`src/rtl/fpu_pkg.sv`:
```
// Shared types for the fused multiply-add sequencer
// and the single-precision arithmetic units it drives.
package fpu_pkg;

  localparam int FP32_SIGN = 31;
  localparam logic [31:0] FP32_QNAN = 32'h7fc0_0000;

  typedef enum logic [1:0] {
    FMADD  = 2'd0,
    FMSUB  = 2'd1,
    FNMSUB = 2'd2,
    FNMADD = 2'd3
  } fma_op_e;

  typedef enum logic [1:0] {
    IDLE = 2'd0,
    MUL  = 2'd1,
    ADD  = 2'd2,
    DONE = 2'd3
  } seq_state_e;

  function automatic logic neg_prod(fma_op_e op);
    return (op == FNMSUB) || (op == FNMADD);
  endfunction

  function automatic logic neg_c(fma_op_e op);
    return (op == FMSUB) || (op == FNMADD);
  endfunction

endpackage

```
`src/rtl/fadd.sv`:
```
// Combinational FP32 add, round-to-nearest-even.
// Subnormal inputs and results flush to zero.
module fadd
  import fpu_pkg::*;
(
  input  logic [31:0] a_i,
  input  logic [31:0] b_i,
  output logic [31:0] y_o
);

  logic [31:0] x, w;
  logic        sx;
  logic [7:0]  ex, ew, d;
  logic [26:0] mx, mw, mw_s, mask;
  logic        stk, eff_sub;
  logic [27:0] s;
  logic [4:0]  lz;
  logic [9:0]  e;
  logic [23:0] m;
  logic        g, st, inc;
  logic [24:0] mr;
  logic [22:0] frac;
  logic        a_inf, b_inf, a_nan, b_nan;

  always_comb begin
    a_inf = (a_i[30:23] == 8'hff) && (a_i[22:0] == '0);
    b_inf = (b_i[30:23] == 8'hff) && (b_i[22:0] == '0);
    a_nan = (a_i[30:23] == 8'hff) && (a_i[22:0] != '0);
    b_nan = (b_i[30:23] == 8'hff) && (b_i[22:0] != '0);
    if (a_i[30:0] >= b_i[30:0]) begin
      x = a_i;
      w = b_i;
    end else begin
      x = b_i;
      w = a_i;
    end
    sx = x[31];
    ex = x[30:23];
    ew = w[30:23];
    mx = {1'b1, x[22:0], 3'b000};
    mw = (ew == 8'd0) ? 27'd0
                      : {1'b1, w[22:0], 3'b000};
    d  = ex - ew;
    mask = '0;
    // Aligned operand keeps a sticky bit for correct rounding
    if (d >= 8'd27) begin
      stk  = |mw;
      mw_s = {26'd0, stk};
    end else begin
      mask = (27'd1 << d) - 27'd1;
      stk  = |(mw & mask);
      mw_s = (mw >> d) | {26'd0, stk};
    end
    eff_sub = x[31] ^ w[31];
    s = eff_sub ? ({1'b0, mx} - {1'b0, mw_s})
                : ({1'b0, mx} + {1'b0, mw_s});
    e  = {2'b0, ex};
    lz = '0;
    if (s[27]) begin
      s = {1'b0, s[27:2], s[1] | s[0]};
      e = e + 10'd1;
    end else begin
      for (int i = 0; i < 27; i++)
        if (s[i]) lz = 5'(26 - i);
      s = s << lz;
      e = e - {5'd0, lz};
    end
    m  = s[26:3];
    g  = s[2];
    st = |s[1:0];
    inc = g & (st | m[0]);
    mr  = {1'b0, m} + {24'd0, inc};
    frac = mr[22:0];
    if (mr[24]) begin
      e    = e + 10'd1;
      frac = mr[23:1];
    end
    if (a_nan || b_nan
        || (a_inf && b_inf && (a_i[31] != b_i[31])))
      y_o = FP32_QNAN;
    else if (a_inf)
      y_o = a_i;
    else if (b_inf)
      y_o = b_i;
    else if (ex == 8'd0)
      y_o = {a_i[31] & b_i[31], 31'd0};
    else if (s == 28'd0)
      y_o = 32'd0;
    else if ($signed(e) >= 10'sd255)
      y_o = {sx, 8'hff, 23'd0};
    else if ($signed(e) <= 10'sd0)
      y_o = {sx, 31'd0};
    else
      y_o = {sx, e[7:0], frac};
  end

endmodule

```
`src/rtl/fmul.sv`:
```
// Combinational FP32 multiply, round-to-nearest-even.
// Subnormal inputs and results flush to zero.
module fmul
  import fpu_pkg::*;
(
  input  logic [31:0] a_i,
  input  logic [31:0] b_i,
  output logic [31:0] y_o
);

  logic        sy;
  logic [7:0]  ea, eb;
  logic [47:0] p;
  logic [9:0]  e;
  logic [23:0] m;
  logic        g, st, inc;
  logic [24:0] mr;
  logic [22:0] frac;
  logic        a_zero, b_zero;
  logic        a_inf, b_inf;
  logic        a_nan, b_nan;

  always_comb begin
    sy = a_i[31] ^ b_i[31];
    ea = a_i[30:23];
    eb = b_i[30:23];
    a_zero = (ea == 8'd0);
    b_zero = (eb == 8'd0);
    a_inf = (ea == 8'hff) && (a_i[22:0] == '0);
    b_inf = (eb == 8'hff) && (b_i[22:0] == '0);
    a_nan = (ea == 8'hff) && (a_i[22:0] != '0);
    b_nan = (eb == 8'hff) && (b_i[22:0] != '0);
    p = {24'd0, 1'b1, a_i[22:0]}
      * {24'd0, 1'b1, b_i[22:0]};
    e = {2'b0, ea} + {2'b0, eb} - 10'd127;
    if (p[47]) begin
      m  = p[47:24];
      g  = p[23];
      st = |p[22:0];
      e  = e + 10'd1;
    end else begin
      m  = p[46:23];
      g  = p[22];
      st = |p[21:0];
    end
    inc = g & (st | m[0]);
    mr  = {1'b0, m} + {24'd0, inc};
    frac = mr[22:0];
    // Rounding carry-out leaves 1.0 with a zero fraction
    if (mr[24]) begin
      e    = e + 10'd1;
      frac = mr[23:1];
    end
    if (a_nan || b_nan || (a_inf && b_zero)
        || (b_inf && a_zero))
      y_o = FP32_QNAN;
    else if (a_inf || b_inf)
      y_o = {sy, 8'hff, 23'd0};
    else if (a_zero || b_zero)
      y_o = {sy, 31'd0};
    else if ($signed(e) >= 10'sd255)
      y_o = {sy, 8'hff, 23'd0};
    else if ($signed(e) <= 10'sd0)
      y_o = {sy, 31'd0};
    else
      y_o = {sy, e[7:0], frac};
  end

endmodule

```
`src/rtl/fma_sequencer.sv`:
```
// Sequences fmadd/fmsub/fnmadd/fnmsub over one shared
// fmul and one shared fadd: IDLE -> MUL -> ADD -> DONE.
module fma_sequencer
  import fpu_pkg::*;
#(
  parameter int TAG_W = 4
) (
  input  logic             clk,
  input  logic             rst_n,
  input  logic             in_valid,
  output logic             in_ready,
  input  logic [1:0]       op,
  input  logic [31:0]      var1,
  input  logic [31:0]      var2,
  input  logic [31:0]      var3,
  input  logic [TAG_W-1:0] in_tag,
  output logic             out_valid,
  input  logic             out_ready,
  output logic [31:0]      res,
  output logic [TAG_W-1:0] out_tag,
  output logic             busy
);

  seq_state_e       state_q, state_d;
  fma_op_e          op_q, op_d;
  logic [31:0]      a_q, a_d;
  logic [31:0]      b_q, b_d;
  logic [31:0]      c_q, c_d;
  logic [31:0]      prod_q, prod_d;
  logic [31:0]      res_q, res_d;
  logic [TAG_W-1:0] tag_q, tag_d;
  logic [TAG_W-1:0] otag_q, otag_d;
  logic [31:0]      mul_y, add_y;

  fmul u_fmul (
    .a_i (a_q),
    .b_i (b_q),
    .y_o (mul_y)
  );

  fadd u_fadd (
    .a_i (prod_q),
    .b_i (c_q),
    .y_o (add_y)
  );

  always_comb begin
    state_d = state_q;
    op_d    = op_q;
    a_d     = a_q;
    b_d     = b_q;
    c_d     = c_q;
    prod_d  = prod_q;
    res_d   = res_q;
    tag_d   = tag_q;
    otag_d  = otag_q;
    unique case (state_q)
      IDLE: begin
        if (in_valid) begin
          op_d  = fma_op_e'(op);
          a_d   = var1;
          b_d   = var2;
          c_d   = {var3[FP32_SIGN] ^ neg_c(fma_op_e'(op)),
                   var3[FP32_SIGN-1:0]};
          tag_d = in_tag;
          state_d = MUL;
        end
      end
      MUL: begin
        prod_d = {mul_y[FP32_SIGN] ^ neg_prod(op_q),
                  mul_y[FP32_SIGN-1:0]};
        state_d = ADD;
      end
      ADD: begin
        res_d   = add_y;
        otag_d  = tag_q;
        state_d = DONE;
      end
      DONE: begin
        if (out_ready) state_d = IDLE;
      end
      default: state_d = IDLE;
    endcase
  end

  always_ff @(posedge clk or negedge rst_n) begin
    if (!rst_n) begin
      state_q <= IDLE;
      op_q    <= FMADD;
      a_q     <= '0;
      b_q     <= '0;
      c_q     <= '0;
      prod_q  <= '0;
      res_q   <= '0;
      tag_q   <= '0;
      otag_q  <= '0;
    end else begin
      state_q <= state_d;
      op_q    <= op_d;
      a_q     <= a_d;
      b_q     <= b_d;
      c_q     <= c_d;
      prod_q  <= prod_d;
      res_q   <= res_d;
      tag_q   <= tag_d;
      otag_q  <= otag_d;
    end
  end

  assign in_ready  = (state_q == IDLE);
  assign out_valid = (state_q == DONE);
  assign busy      = (state_q != IDLE);
  assign res       = res_q;
  assign out_tag   = otag_q;

endmodule

```
`config.mk`:
```
export PLATFORM = sky130hd
export DESIGN_NAME = fma_sequencer
export DESIGN_NICKNAME = d
export VERILOG_FILES = /design/src/rtl/fpu_pkg.sv /design/src/rtl/fadd.sv /design/src/rtl/fmul.sv /design/src/rtl/fma_sequencer.sv
export SDC_FILE = /design/constraint.sdc
export NUM_CORES = 2
export LEC_CHECK = 0
export ABC_AREA = 1
export BUFFER_PORTS_ARGS = -buffer_cell sky130_fd_sc_hd__buf_2
export CORE_ASPECT_RATIO = 1.5
export CORE_UTILIZATION = 66
export DETAILED_ROUTE_END_ITERATION = 7
export GPL_ROUTABILITY_DRIVEN = 0
export HOLD_SLACK_MARGIN = 0.1
export PLACE_DENSITY = 0.82
export RECOVER_POWER = 100
export SLEW_MARGIN = 20
export SYNTH_ARGS = -nofsm -noshare
export SYNTH_HDL_FRONTEND = slang
export SYNTH_HIERARCHICAL = 1
export SYNTH_SLANG_ARGS = --single-unit
```
`constraint.sdc`:
```
create_clock -name clk -period 13.4 [get_ports clk]
set_clock_uncertainty 0.15 [all_clocks]
set_input_delay 2.68 -clock clk [delete_from_list [all_inputs] [get_ports clk]]
set_output_delay 2.68 -clock clk [all_outputs]
set_load 0.05 [all_outputs]
```
==> metrics.md <==
| Metric | Value |
|---|---|
| Die X | 209 microns |
| I/O pin cnt | 145 |
| Register bit total from synthesis | around 170 |
| Setup crit end kind | register |
| Tmin final | about 13 ns |
| Final HPWL DP | 107,000 microns |
| Worst setup path class | reg -> reg |
| Starting Density | 67.0% |
| Synth cell types | 78 |
| Die Area | around 65,000 sq um |
| Total Wirelength | 142,000 microns |
| Filler cell count in the final layout | around 5,600 |
| Failing checks | capacitance limit, slew limit |
| Worst Tran Pin Value | 5.68 ns |
| Worst path slowest cell | dfrtp_1 |
| Clock transition at path regs | 0.10 ns |
| Hold Violations, Final | 0 |
| Top-area cell type share of the netlist area | 22.8% |
| GRT overflow | 0 |
| YS warnings | 6 |
| 1st-iter DRT viols | 4,836 |
| First-pass GRT wire length | 224,000 microns |
| Tcrit/Tclk final | 94.2% |
| Async S/R FF share, synth | 100% |
| Final WS setup | 0.772 ns |
| Rel. slew slack | -279% |
| Post-synth EDFFs | 0 |
| Num rows | 113 |
| Area contributors post-synth | fa_1, nand2_1, inv_1 |
| Antenna violations before repair | 2 |
| Post-Place Worst Slack | 0.675 ns |
| Hold Buf Count CTS | 0 |
| CTS tree | built |
| DR vias/cell | 5.87 |
| Worst path required time | 13.71 ns |
| Cell taking the most area after synthesis | fa_1 |
| Cell Area, Synth | 42,500 sq um |
| Syn_area_per_cell | around 6.4 sq um |
| Most used DFF post-synth | dfrtp_1 |
| NumNets Final | 7,512 |
| Crit-path max cell delay | 0.69 ns |
| MaxCap Viol Count | 4 |
| Wire length per cell | 19.0 microns |
| Worst-path fanout max | 34 |
| Port buffer count | ~140 |
| Run status | finished, violations left |
| Type of origin of the critical path | register |
| Achievable Freq | 0.0792 GHz |
| Via count | roughly 44,000 |
| Min-Delay Path Class | reg -> reg |
| Layout cells sized above 1 | 6.57% |
| Syn_nets | roughly 7,500 |
| Arrival @ worst endpoint | 12.94 ns |
| CTS root buf | clkbuf_16 |
| Post-synthesis cell count | around 6,600 |
| Core Area | 63,500 sq um |
| Antenna-violating nets left | 0 |
| Die H | roughly 310 microns |
| GRT Util Overall | between 40% and 50% |
| Num CTS Buffers | 17 |
| # DRC | 0 |
| Final-report setup violation count | 0 |
| Skew-Pair Late Insertion Delay | 0.52 ns |
| Largest net degree at the start of global routing | 100 |
| First-pass detailed-route iteration total | 7 |
| Vias in the first global route | 43,600 |
| Area Growth Syn to Fin | 3.60% |
| CTS sink count | 171 |
| Most used cell, CP | nand2_1 |
| Slew Limit Fails | 336 |
| H-tree lvl count | 4 |
| CTS max path bufs | 2 |
| Sequential area share after synthesis | 10.1% |
## path summary, 6_finish.rpt
path                                       start                  end  slack (ns)  cells past startpoint
max                        prod_q[5]$_DFFE_PN0N_   res[0]$_DFFE_PN0N_        0.77                     67
min                           res[7]$_DFFE_PN0N_   res[7]$_DFFE_PN0N_        0.32                      2
max reg2reg                prod_q[5]$_DFFE_PN0N_   res[0]$_DFFE_PN0N_        0.77                     67
min reg2reg                   res[7]$_DFFE_PN0N_   res[7]$_DFFE_PN0N_        0.32                      2
max in group asynchronous                  rst_n  b_q[24]$_DFFE_PN0P_        3.41                      2
min in group asynchronous                  rst_n   c_q[1]$_DFFE_PN0P_        4.09                      1
## logic make-up after synthesis
group / share of synthesized area, %
AOI/OAI and AO/OA: 5.03
DFF: 10.1
adders and majority gates: 31.2
and+or+nand+nor: 36.5
xor gates and xnor gates: 1.97
buffers and inverters: 15.2
## stage by stage
stage	instances	setup TNS [ns]	utilization, %	instance area [sq um]	hold slack [ns]
final	7457	0	69.4	44100	0.325
after global routing	7454	-1.79	69.4	44000	0.343
after CTS	7446	0	69.6	44200	0.326
after detailed placement	7414	0	68.6	43500	0.303
after global placement	7414	0	68.6	43500	0.299
after floorplan	6639	0	-	42500	0.297
## flip-flops by register name (all words and copies together) (netlist names)
signal	count
prod_q	32
a_q	32
b_q	32
tag_q	4
out_tag	4
c_q	32
op_q	1
res	32
state_q	2
## worst max-delay path: cells and delay by family, from the launching register on
kind                       cells  cell delay (ns)
AOI/OAI and AO/OA              8             2.18
adders and majority gates      5             1.53
buffers and inverters          8             1.62
DFF                            1             0.69
and+or+nand+nor               46             6.34
## layout make-up
type	instances	area, sq um	share of cell area, %
flip-flops and latches	171	4280	9.71
clock buffers	17	425	0.966
repair buffers	214	1190	2.71
multi-input cells	4834	31700	71.9
diodes	3	7.51	0.0170
inverters	1398	5250	11.9
clock inverters	15	214	0.486
well taps	805	1010	2.29
## layer usage
layer	GRT usage, %	routed length, microns	up-vias
met5	0	0	-
met2	74.6	67300	2699
met3	10.9	12600	1050
met1	43.9	45600	20100
li1	-	-	19900
met4	43.7	16500	0
## cells in the mapped netlist, drive strengths merged, types with 27 or more instances
cell	n
nand4	92
a21oi	140
nor4	27
clkbuf	144
nor3	51
ha	285
inv	1388
xor2	70
nand2	2429
nor2	447
fa	485
dfrtp	171
buf	95
o21ai	154
nand3	519
## layout by cell type, fill, tap and decap left out, types with 38 or more instances in the layout
cell type	n
nand4_1	89
xor2_1	68
nor2_1	388
buf_4	65
ha_1	284
nand3_1	488
buf_2	103
dfrtp_1	171
o21ai_0	131
nor3_1	46
clkbuf_1	45
a21oi_1	130
nand2_2	51
fa_1	485
inv_1	1345
inv_2	38
nand2_1	2370
## what timing repair did
item                       CTS  global route
resized for setup            0            14
setup buffers                0             5
setup endpoints to repair    0            31
Power is left out: the tool's default activity adds up to more than one toggle a clock period on the data nets, which glitch-free logic cannot reach.
